===== src/rtl/atmega_io_arbiter.sv =====
// Two-master arbiter for the 8-bit I/O register bus: the CPU gets zero-wait priority and a
// secondary master (DMA/debug) is slotted into idle cycles or forced in after a bounded wait.
module atmega_io_arbiter #(
  parameter int BUS_ADDR_DATA_LEN = 8,
  parameter int DATA_WIDTH        = 8,
  parameter int MAX_WAIT          = 15,
  parameter int WAIT_W            = 4
) (
  input  logic                         rst,
  input  logic                         clk,
  input  logic [BUS_ADDR_DATA_LEN-1:0] cpu_addr,
  input  logic                         cpu_wr,
  input  logic                         cpu_rd,
  input  logic [DATA_WIDTH-1:0]        cpu_wdata,
  output logic [DATA_WIDTH-1:0]        cpu_rdata,
  output logic                         cpu_stall,
  input  logic                         dma_req,
  input  logic                         dma_we,
  input  logic [BUS_ADDR_DATA_LEN-1:0] dma_addr,
  input  logic [DATA_WIDTH-1:0]        dma_wdata,
  output logic [DATA_WIDTH-1:0]        dma_rdata,
  output logic                         dma_ack,
  output logic [BUS_ADDR_DATA_LEN-1:0] bus_addr,
  output logic                         bus_wr,
  output logic                         bus_rd,
  output logic [DATA_WIDTH-1:0]        bus_wdata,
  input  logic [DATA_WIDTH-1:0]        bus_rdata
);

  typedef enum logic [1:0] {
    IDLE   = 2'd0,
    WAIT   = 2'd1,
    ACCESS = 2'd2,
    DONE   = 2'd3
  } state_t;

  state_t                         state_q, state_d;
  logic [WAIT_W-1:0]              wait_cnt_q, wait_cnt_d;
  logic                           lat_we_q, lat_we_d;
  logic [BUS_ADDR_DATA_LEN-1:0]   lat_addr_q, lat_addr_d;
  logic [DATA_WIDTH-1:0]          lat_wdata_q, lat_wdata_d;
  logic [DATA_WIDTH-1:0]          dma_rdata_q, dma_rdata_d;
  logic                           cpu_busy;
  logic                           wait_expired;

  assign cpu_busy     = cpu_wr | cpu_rd;
  assign wait_expired = (wait_cnt_q == WAIT_W'(MAX_WAIT));

  always_ff @(posedge clk or posedge rst) begin
    if (rst) begin
      state_q     <= IDLE;
      wait_cnt_q  <= '0;
      lat_we_q    <= 1'b0;
      lat_addr_q  <= '0;
      lat_wdata_q <= '0;
      dma_rdata_q <= '0;
    end else begin
      state_q     <= state_d;
      wait_cnt_q  <= wait_cnt_d;
      lat_we_q    <= lat_we_d;
      lat_addr_q  <= lat_addr_d;
      lat_wdata_q <= lat_wdata_d;
      dma_rdata_q <= dma_rdata_d;
    end
  end

  always_comb begin
    state_d     = state_q;
    wait_cnt_d  = wait_cnt_q;
    lat_we_d    = lat_we_q;
    lat_addr_d  = lat_addr_q;
    lat_wdata_d = lat_wdata_q;
    dma_rdata_d = dma_rdata_q;
    case (state_q)
      IDLE: begin
        if (dma_req) begin
          lat_we_d    = dma_we;
          lat_addr_d  = dma_addr;
          lat_wdata_d = dma_wdata;
          wait_cnt_d  = '0;
          state_d     = WAIT;
        end
      end
      WAIT: begin
        // A CPU-idle cycle is the free slot; otherwise count until the access is forced.
        if (!cpu_busy || wait_expired) begin
          state_d = ACCESS;
        end else if (wait_cnt_q != {WAIT_W{1'b1}}) begin
          wait_cnt_d = wait_cnt_q + WAIT_W'(1);
        end
      end
      ACCESS: begin
        if (!lat_we_q) begin
          dma_rdata_d = bus_rdata;
        end
        state_d = DONE;
      end
      DONE: begin
        state_d = IDLE;
      end
      default: begin
        state_d = IDLE;
      end
    endcase
  end

  always_comb begin
    cpu_stall = (state_q == ACCESS);
    dma_ack   = (state_q == DONE);
    dma_rdata = dma_rdata_q;
    if (cpu_stall) begin
      bus_addr  = lat_addr_q;
      bus_wr    = lat_we_q;
      bus_rd    = ~lat_we_q;
      bus_wdata = lat_wdata_q;
    end else begin
      bus_addr  = cpu_addr;
      bus_wr    = cpu_wr;
      bus_rd    = cpu_rd;
      bus_wdata = cpu_wdata;
    end
    // The read data during a DMA slot belongs to the DMA, never to the stalled CPU.
    cpu_rdata = (cpu_rd && !cpu_stall) ? bus_rdata : '0;
  end

endmodule


===== config.mk =====
export PLATFORM = sky130hd
export DESIGN_NAME = atmega_io_arbiter
export DESIGN_NICKNAME = d
export VERILOG_FILES = /design/src/rtl/atmega_io_arbiter.sv
export SDC_FILE = /design/constraint.sdc
export NUM_CORES = 1
export LEC_CHECK = 0
export ABC_CLOCK_PERIOD_IN_PS = 2070
export BUFFER_PORTS_ARGS = -buffer_cell sky130_fd_sc_hd__clkbuf_2
export CAP_MARGIN = 10
export CORE_MARGIN = 3
export CORE_UTILIZATION = 46
export DETAILED_ROUTE_END_ITERATION = 8
export PLACE_DENSITY = 0.83
export SKIP_LAST_GASP = 1
export SYNTH_ARGS = -nofsm -noshare
export SYNTH_HDL_FRONTEND = slang
export SYNTH_SLANG_ARGS = --single-unit

===== constraint.sdc =====
create_clock -name clk -period 2.07 [get_ports clk]
set_clock_uncertainty 0.05 [all_clocks]
set_input_delay 0.1035 -clock clk [delete_from_list [all_inputs] [get_ports clk]]
set_output_delay 0.1035 -clock clk [all_outputs]
set_load 0.02 [all_outputs]

==> impl_metrics.env <==
export IMPL_drt_iter0_markers=33
export IMPL_fillerInstances=245
export IMPL_syn_nets=187
export IMPL_finalHoldViolations=0
export IMPL_dp_final_hpwl_mm=2.72
export IMPL_synth_cell_types=30
export IMPL_count_of_flip_flops_with_a_built_in_enable_after_synthesis=0
export IMPL_final_min_clock_period_ps=1980
export IMPL_track_usage_pct=18.9
export IMPL_drt_drc_violations_left=0
export IMPL_die_h_um=66.4
export IMPL_gpl_final_weighted_congestion=0.777
export IMPL_tightestPinTransition_ps=449
export IMPL_drv_slew=0
export IMPL_cp_data_required_time_ps=1920
export IMPL_design_die_area_mm2=0.00441
export IMPL_total_leakage_power_nw=1.21
export IMPL_synth_area_per_cell_um2=12.3
export IMPL_diodes=0
export IMPL_source_to_sink_clock_delay_at_the_later_pin_of_the_worst_skew_pair_ps=320
export IMPL_worstPathBufferInverterCount=3
export IMPL_io_buffers=81
export IMPL_most_common_cell_after_layout_fill_and_taps_aside="clkbuf_2"
export IMPL_clockBufferDepth=2
export IMPL_ir_drop_mv=0.840
export IMPL_antenna_left=0
export IMPL_clock_fmax_mhz=506
export IMPL_first_pass_grt_wire_length_mm=6.24
export IMPL_synth_sequential_area_ratio_pct=46.2
export IMPL_finalCritPeriodShare_pct=95.5
export IMPL_cell_area_synth_mm2=0.00168
export IMPL_flow_area_growth_from_synthesis_pct=46.3
export IMPL_critical_path_startpoint_type="register"
export IMPL_vias=1455
export IMPL_htree_levels=2
export IMPL_grt_antenna_before_repair=0
export IMPL_ctsRootBufferMaster="clkbuf_4"
export IMPL_yosys_register_bits=31
export IMPL_outcome="complete, no violations"
export IMPL_tritoncts="done"
export IMPL_route_detailed_wl_per_inst_um=13.6
export IMPL_yosysWarningCount=0
export IMPL_effective_utilization_at_floorplan_pct=49.1
export IMPL_timing_critical_path_fanout_max=14
export IMPL_seqCellArea_um2=776
export IMPL_number_of_nets_at_the_end_of_the_flow=297
export IMPL_worst_setup_slack_before_clock_tree_synthesis_ps=248
export IMPL_top_flip_flop_cell_by_instance_count_after_synthesis="dfrtp_1"
export IMPL_drt_total_wl_mm=3.99
export IMPL_setup_tns_final_ps=0
export IMPL_syn_inst=136
export IMPL_area_of_the_multi_input_gates_um2=835
export IMPL_final_cell_mix="clkbuf_2, mux2_2, dfrtp_1, dlygate4sd3_1, and2_1"
export IMPL_row_count=21
export IMPL_asyncSetResetFlopFracSynth_pct=100
export IMPL_critical_path_class="reg -> out"
export IMPL_clkSlewWorstSetupHoldPaths_ps=100
export IMPL_hp_class="in -> reg"
export IMPL_slew_limit_headroom_pct=70.0
export IMPL_post_dr_vias_cell=4.97
export IMPL_critical_path_max_stage_delay_ps=420
export IMPL_drt_pre_antenna_iters=4
export IMPL_unrepaired_setup_endpoints_after_global_routing="false"
export IMPL_drive_above_1_share_pct=56.3
export IMPL_vias_in_the_first_global_route=1427
export IMPL_core_area_mm2=0.00342
export IMPL_critPathSlowestCell="dfrtp_1"
export IMPL_postLayoutSetupSlackWorst_ps=93.4
export IMPL_grt_overflow=0
export IMPL_power_density_cell_area_mw_per_mm2=1340
export IMPL_ios=82
export IMPL_crit_path_end_kind="primary output"
export IMPL_grt_max_degree=32
export IMPL_fp_dieW_um=66.4
export IMPL_timing_hold_ws_ps=149
export IMPL_timing_critical_path_max_delay_family="buffers and inverters"
export IMPL_critical_path_cell_chain="inv_1 -> ha_2 -> buf_6 -> mux2_2 -> clkbuf_2"
export IMPL_cts_buffers=5
export IMPL_max_cap_violations=0
export IMPL_setup_violations=0
export IMPL_worstPathArrival_ps=1820
export IMPL_tritoncts_num_sinks=31
==> flip-flops by register name, summed over array words and instances (netlist names) <==
register / flops
wait_cnt_q: 4
dma_rdata: 8
lat_addr_q: 8
state_q: 2
lat_we_q: 1
lat_wdata_q: 8
==> layout make-up <==
type                       instances  area share (%)
clock buffer                       7            2.65
clock inverter                     1           0.306
inverter                           6           0.917
multi-input combinational         92            34.0
sequential                        31            31.6
tap                               46            2.34
timing repair buffer             110            28.2
==> final timing paths <==
kind                       cells after the start  slack, ps          from       endpoint
setup / recovery                               5         90    state_q[0]   bus_wdata[5]
hold / removal                                 4        150       dma_req  wait_cnt_q[0]
setup reg to reg                               5        210    state_q[0]  wait_cnt_q[2]
hold reg to reg                                1        460  dma_rdata[0]   dma_rdata[0]
max in group asynchronous                      4       1370           rst     state_q[1]
min in group asynchronous                      4        330           rst  lat_addr_q[0]
==> power by group <==
part / internal [mW] / total [mW] / leakage (nW) / switching (mW)
Combinational: 0.863 / 1.80 / 0.803 / 0.934
Clock: 0.198 / 0.409 / 0.0375 / 0.210
Sequential: 0.906 / 1.08 / 0.371 / 0.176
==> per-stage QoR <==
step / power, mW / instances / util [%] / area (µm²)
after global routing: 3.51 / 293 / 71.9 / 2450
after floorplan: 2.37 / 136 / - / 1680
after detailed placement: 2.83 / 259 / 61.9 / 2110
final: 3.29 / 293 / 71.9 / 2450
after global placement: 2.79 / 259 / 61.9 / 2110
after CTS: 3.28 / 293 / 71.6 / 2450
==> timing repair <==
action,4_1_cts,5_1_grt
buffers inserted,0,0
hold buffers,26,0
gates resized for setup,0,3
hold endpoints to repair,56,0
setup endpoints to repair,0,21
==> worst min-delay path, cell delays in order <==
cell	delay, ps
clkbuf_2	170
nand3b_1	90
o221ai_1	70
a211oi_1	50
==> cells in the mapped netlist (2+ instances only) <==
library cell | number | area share [%]
a211oi_1 | 2 | 0.89
and2_1 | 8 | 3.0
and3_1 | 2 | 0.75
buf_2 | 4 | 1.2
buf_6 | 2 | 1.3
dfrtp_1 | 31 | 46
ha_1 | 5 | 3.7
inv_1 | 6 | 1.3
mux2_2 | 43 | 29
mux2i_1 | 2 | 1.2
nand2_1 | 5 | 1.1
nor2_1 | 2 | 0.45
nor2b_1 | 2 | 0.75
o211ai_1 | 2 | 0.89
o21ai_0 | 4 | 1.2
or2b_1 | 2 | 0.89
==> layer usage <==
layer / up-vias / global-route usage [%] / wire (µm)
li1: 700 / - / -
met1: 675 / 21.5 / 1600
met2: 74 / 33.0 / 1990
met3: 6 / 6.12 / 345
met4: 0 / 6.60 / 50
met5: - / 0 / 0
==> kinds of logic after synthesis <==
group	count (synthesis)	synth area share, %
muxes	45	30.1
DFF	31	46.2
and+or+nand+nor	29	10.1
AOI/OAI and AO/OA	13	5.59
buffers and inverters	13	4.33
adders and majority gates	5	3.73
No activity file was read; power rests on OpenSTA's default activity.
